File: config.mk
export PLATFORM = sky130hd
export DESIGN_NAME = mux_sel_arbiter
export DESIGN_NICKNAME = d
export VERILOG_FILES = /design/src/rtl/mux_sel_arbiter.sv
export SDC_FILE = /design/constraint.sdc
export NUM_CORES = 1
export LEC_CHECK = 0
export CAP_MARGIN = 5
export CORE_MARGIN = 2
export CORE_UTILIZATION = 28
export CTS_CLUSTER_DIAMETER = 60
export CTS_CLUSTER_SIZE = 25
export DETAILED_ROUTE_END_ITERATION = 10
export DONT_BUFFER_PORTS = 1
export PLACE_DENSITY_LB_ADDON = 0.3
export SETUP_SLACK_MARGIN = 0.4
export SKIP_LAST_GASP = 1
export SLEW_MARGIN = 20
export SYNTH_ARGS = -nofsm -noshare
export SYNTH_HDL_FRONTEND = slang
export SYNTH_SLANG_ARGS = --single-unit
export TNS_END_PERCENT = 30
File: constraint.sdc
create_clock -name clk -period 5.13 [get_ports clk]
set_input_delay 0.513 -clock clk [delete_from_list [all_inputs] [get_ports clk]]
set_output_delay 0.513 -clock clk [all_outputs]
set_load 0.02 [all_outputs]
File: src/rtl/mux_sel_arbiter.sv
// mux_sel_arbiter: owns the select line of the shared 2:1 mux (uno/cero).
// It arbitrates uno/cero requesters with a req/gnt/done handshake. Ties go
// round-robin, and uno wins the first tie after reset. It registers the muxed
// data together with a valid flag.
// Optional feature macro: ARB_TIMEOUT_EN. When it is defined, a grant is
// forced over to a waiting requester after HOLD_MAX owned cycles.
module mux_sel_arbiter #(
    parameter int DATA_W   = 1,
    parameter bit IDLE_SEL = 1'b0,
    parameter int HOLD_MAX = 8
) (
    input  logic              clk,
    input  logic              rst_n,
    input  logic              req_uno,
    input  logic              req_cero,
    input  logic              done_uno,
    input  logic              done_cero,
    input  logic [DATA_W-1:0] in_uno,
    input  logic [DATA_W-1:0] in_cero,
    output logic              gnt_uno,
    output logic              gnt_cero,
    output logic              sel,
    output logic [DATA_W-1:0] q,
    output logic              q_valid,
    output logic              timeout
);

    typedef enum logic [1:0] {IDLE, OWN_UNO, OWN_CERO} state_t;

    state_t state, state_nxt;
    logic   last_uno;      // 1: uno was granted most recently
    logic   enter;         // a grant (new or re-grant) starts at this edge
    logic   force_uno;     // uno's hold limit hit while cero waits
    logic   force_cero;
    logic   timeout_nxt;
    logic   sel_nxt;

`ifdef ARB_TIMEOUT_EN
    localparam int CW = (HOLD_MAX > 2) ? $clog2(HOLD_MAX) : 1;
    localparam logic [CW-1:0] HOLD_LAST = CW'(HOLD_MAX - 1);
    logic [CW-1:0] hold_cnt;

    assign force_uno  = (hold_cnt == HOLD_LAST) && req_cero;
    assign force_cero = (hold_cnt == HOLD_LAST) && req_uno;

    // Owned-cycle counter: restarts on every grant entry, then saturates at the limit
    always_ff @(posedge clk) begin
        if (!rst_n)                                    hold_cnt <= '0;
        else if (enter)                                hold_cnt <= '0;
        else if (state != IDLE && hold_cnt != HOLD_LAST) hold_cnt <= hold_cnt + 1'b1;
    end

    // Pulse timeout only on the edge where a release was forced
    always_ff @(posedge clk) begin
        if (!rst_n) timeout <= 1'b0;
        else        timeout <= timeout_nxt;
    end
`else
    assign force_uno  = 1'b0;
    assign force_cero = 1'b0;
    assign timeout    = 1'b0;
`endif

    // Next-state logic: grant, hand-over, re-grant and idle decisions
    always_comb begin
        state_nxt   = state;
        enter       = 1'b0;
        timeout_nxt = 1'b0;
        case (state)
            IDLE: begin
                if (req_uno && (!req_cero || !last_uno)) begin
                    state_nxt = OWN_UNO;
                    enter     = 1'b1;
                end else if (req_cero) begin
                    state_nxt = OWN_CERO;
                    enter     = 1'b1;
                end
            end
            OWN_UNO: begin
                if (done_uno || !req_uno || force_uno) begin
                    // A forced release is reported only when nothing else ended the grant
                    timeout_nxt = force_uno && req_uno && !done_uno;
                    if (req_cero) begin
                        state_nxt = OWN_CERO;
                        enter     = 1'b1;
                    end else if (req_uno) begin
                        state_nxt = OWN_UNO;
                        enter     = 1'b1;
                    end else begin
                        state_nxt = IDLE;
                    end
                end
            end
            OWN_CERO: begin
                if (done_cero || !req_cero || force_cero) begin
                    timeout_nxt = force_cero && req_cero && !done_cero;
                    if (req_uno) begin
                        state_nxt = OWN_UNO;
                        enter     = 1'b1;
                    end else if (req_cero) begin
                        state_nxt = OWN_CERO;
                        enter     = 1'b1;
                    end else begin
                        state_nxt = IDLE;
                    end
                end
            end
            default: state_nxt = IDLE;
        endcase
    end

    // Select follows the next state so that sel is registered with the state
    always_comb begin
        sel_nxt = IDLE_SEL;
        if (state_nxt == OWN_UNO)       sel_nxt = 1'b1;
        else if (state_nxt == OWN_CERO) sel_nxt = 1'b0;
    end

    // State, round-robin history and select registers
    always_ff @(posedge clk) begin
        if (!rst_n) begin
            state    <= IDLE;
            last_uno <= 1'b0;
            sel      <= IDLE_SEL;
        end else begin
            state <= state_nxt;
            sel   <= sel_nxt;
            if (enter) last_uno <= (state_nxt == OWN_UNO);
        end
    end

    // Registered mux output: one cycle behind sel, valid while a grant was held
    always_ff @(posedge clk) begin
        if (!rst_n) begin
            q       <= '0;
            q_valid <= 1'b0;
        end else begin
            q       <= sel ? in_uno : in_cero;
            q_valid <= (state != IDLE);
        end
    end

    assign gnt_uno  = (state == OWN_UNO);
    assign gnt_cero = (state == OWN_CERO);

endmodule

==> reports/metrics.cfg <==
[outcome]
outcome=complete, no violations

[worst_setup_path]
critical_path_class=reg -> reg
path_delay_family=compound AO/OA/AOI/OAI gates
worstPathArrival_ps=1980
crit_fanout=6
cp.required_ps=5260
path_buf_inv=1
start_kind=flop
cp_slowest_cell=dfxtp_1
cp_slowest_stage_delay_ps=420
end_kind=flop
crit_path_cell_trace=inv_1 > ha_1 > a21oi_1 > o2bb2ai_1 > a221o_1 > and3_2

[flow_run]
maxCapViolCount=0

[timing]
setup_violations=0
slew_headroom_pct=67.6
fin_setup_tns_ps=0
fin_crit_ps=1850
setup_ws_ps=3280
fmax_mhz=540
hold_viol_final=0
finalCritPeriodShare_pct=36.1
worstMarginPinSlew_ps=478
slew_viol_final=0
rsz0062_at_grt=false
whs_ps=400
fin_skew_ps=2.90

[logic_synthesis]
yosys.area.top_type=dfxtp_1
ys_warn_count=0
async_reset_ff_share_pct=0
synthesis.nets=63
syn_area_per_cell_sq_um=8.46
synth_top_area_share_pct=28.4
synth.most_common_cell=dfxtp_1
synth_edf_count=0
ys_types=24
yosys-top-cells-area=dfxtp_1, ha_1, nand2b_1
synth_seq_cells=6
yosys-top-cells-count=dfxtp_1, ha_1, inv_1
synthCells=50
synth_ff_type=dfxtp_1
yosysSeqAreaShare_pct=28.4
syn_area_sq_um=423

[floorplan]
ioPinCount=14
die-area_sq_um=1840
coreArea_sq_um=1450
die_h_um=42.9
die_w_um=42.9
rows=14
initial_core_util_pct=29.1

[drt]
drc=0
wl_per_cell_um=12.4
wirelength_um=840
vias_per_cell=5.10
drtIter0Drc=6
vias=347
firstDrtPassIters=5
drtAntennaViolNets=0

[cells_and_area]
drive_gt1_share_pct=9.62
area_growth_pct=8.28
fin_area_sq_um=458
utilization_pct=31.5
n_antenna_cell=0
final_cells=68
fin_nets=67

[grt]
grt_pass1_wl_mm=1.30
grt_pass1_vias=311
grt_use_total_pct=9.88
overflow=0
antenna_found_initial=0
grt_max_degree=10

[cts]
post_cts_resize_count=0
cts-root-buf=clkbuf_4
clk_path_buf_depth=2
htree_levels=1
tritoncts=yes
path_clk_slew_ps=50
cts_buffers=3
holdBufCountCts=0
worstSkewPairLatency_ps=240
clock_sinks=6
postCtsSetupBuffers=0

[power_and_ir_drop]
cellPowerDensity_nw_per_um2=334
leakage_nw=0.195
irDropWorstVdd_mv=0.109
finalPower_mw=0.153

[placed_design]
numPortBuffers=0
dpl.cell_count=65
dp_hpwl_um=676
post_dp_cell_area_sq_um=435
routabilityCongestion=0.811
preCtsSetupSlack_ps=3300

[hold_path]
hold_path.class=in -> reg

-- sequential cells by signal, indices dropped and copies added, names as in the netlist --
signal,cells
state,2
last_uno,1
q,1
q_valid,1
sel,1
-- logic make-up (layout without fill, tap and decap cells) --
family,after synthesis,after routing,share of synthesized area [%]
AO/OA/AOI/OAI,12,12,21.3
adder cells (fa/ha/maj),5,5,14.8
buffers and inverters,6,8,6.21
flip-flops,6,6,28.4
multiplexers,2,2,4.73
other,1,1,0.887
AND/OR/NAND/NOR,18,18,23.7
-- cell type report --
type,count,area [sq um]
Multi-Input combinational cell,38,277
Sequential cell,6,120
Clock buffer,3,22.5
Tap cell,16,20.0
Fill cell,156,996
Inverter,5,18.8
-- worst paths after layout --
| kind | from | end | slack, ps | depth (start not counted) |
|---|---|---|---|---|
| worst max-delay path | state[0]$_SDFF_PN0_ | state[1]$_SDFF_PN0_ | 3280 | 6 |
| worst min-delay path | rst_n | q_valid$_SDFF_PN0_ | 400 | 1 |
| worst max register to register | state[0]$_SDFF_PN0_ | state[1]$_SDFF_PN0_ | 3280 | 6 |
| worst min register to register | last_uno$_SDFFE_PN0P_ | last_uno$_SDFFE_PN0P_ | 560 | 2 |
-- worst register-to-register path: cells and delay by family, from the launching register on --
kind | cells | cell delay (ps)
DFF | 1 | 420
adders and majority gates | 1 | 320
AOI/OAI and AO/OA | 3 | 660
buffers and inverters | 1 | 110
and+or+nand+nor | 1 | 220
-- report_power, final --
group / switching (mW) / internal (mW) / leakage [nW] / total (mW)
Sequential: 0.0116 / 0.0545 / 0.0496 / 0.0661
Clock: 0.0164 / 0.0264 / 0.0138 / 0.0429
Combinational: 0.0249 / 0.0192 / 0.132 / 0.0442
Total: 0.0529 / 0.100 / 0.195 / 0.153
-- metal layers --
metal	share of wire, %	global-route usage (%)	routed length (um)	vias to the layer above
met5	0	0	0	-
met4	1.4	7.50	12	0
met3	10	4.26	85	2
met2	46	13.9	383	20
met1	43	11.6	358	146
li1	-	-	-	179
-- layout by cell type, fill, tap and decap left out, types with 2 or more instances in the layout --
master and count:
dfxtp_1 6, inv_1 5, ha_1 5, nand2b_1 4, nand2_1 4, a21oi_1 3, nor2_1 3, nor2b_1 3
clkbuf_4 3, mux2i_1 2
(Power assumes the default switching activity.)
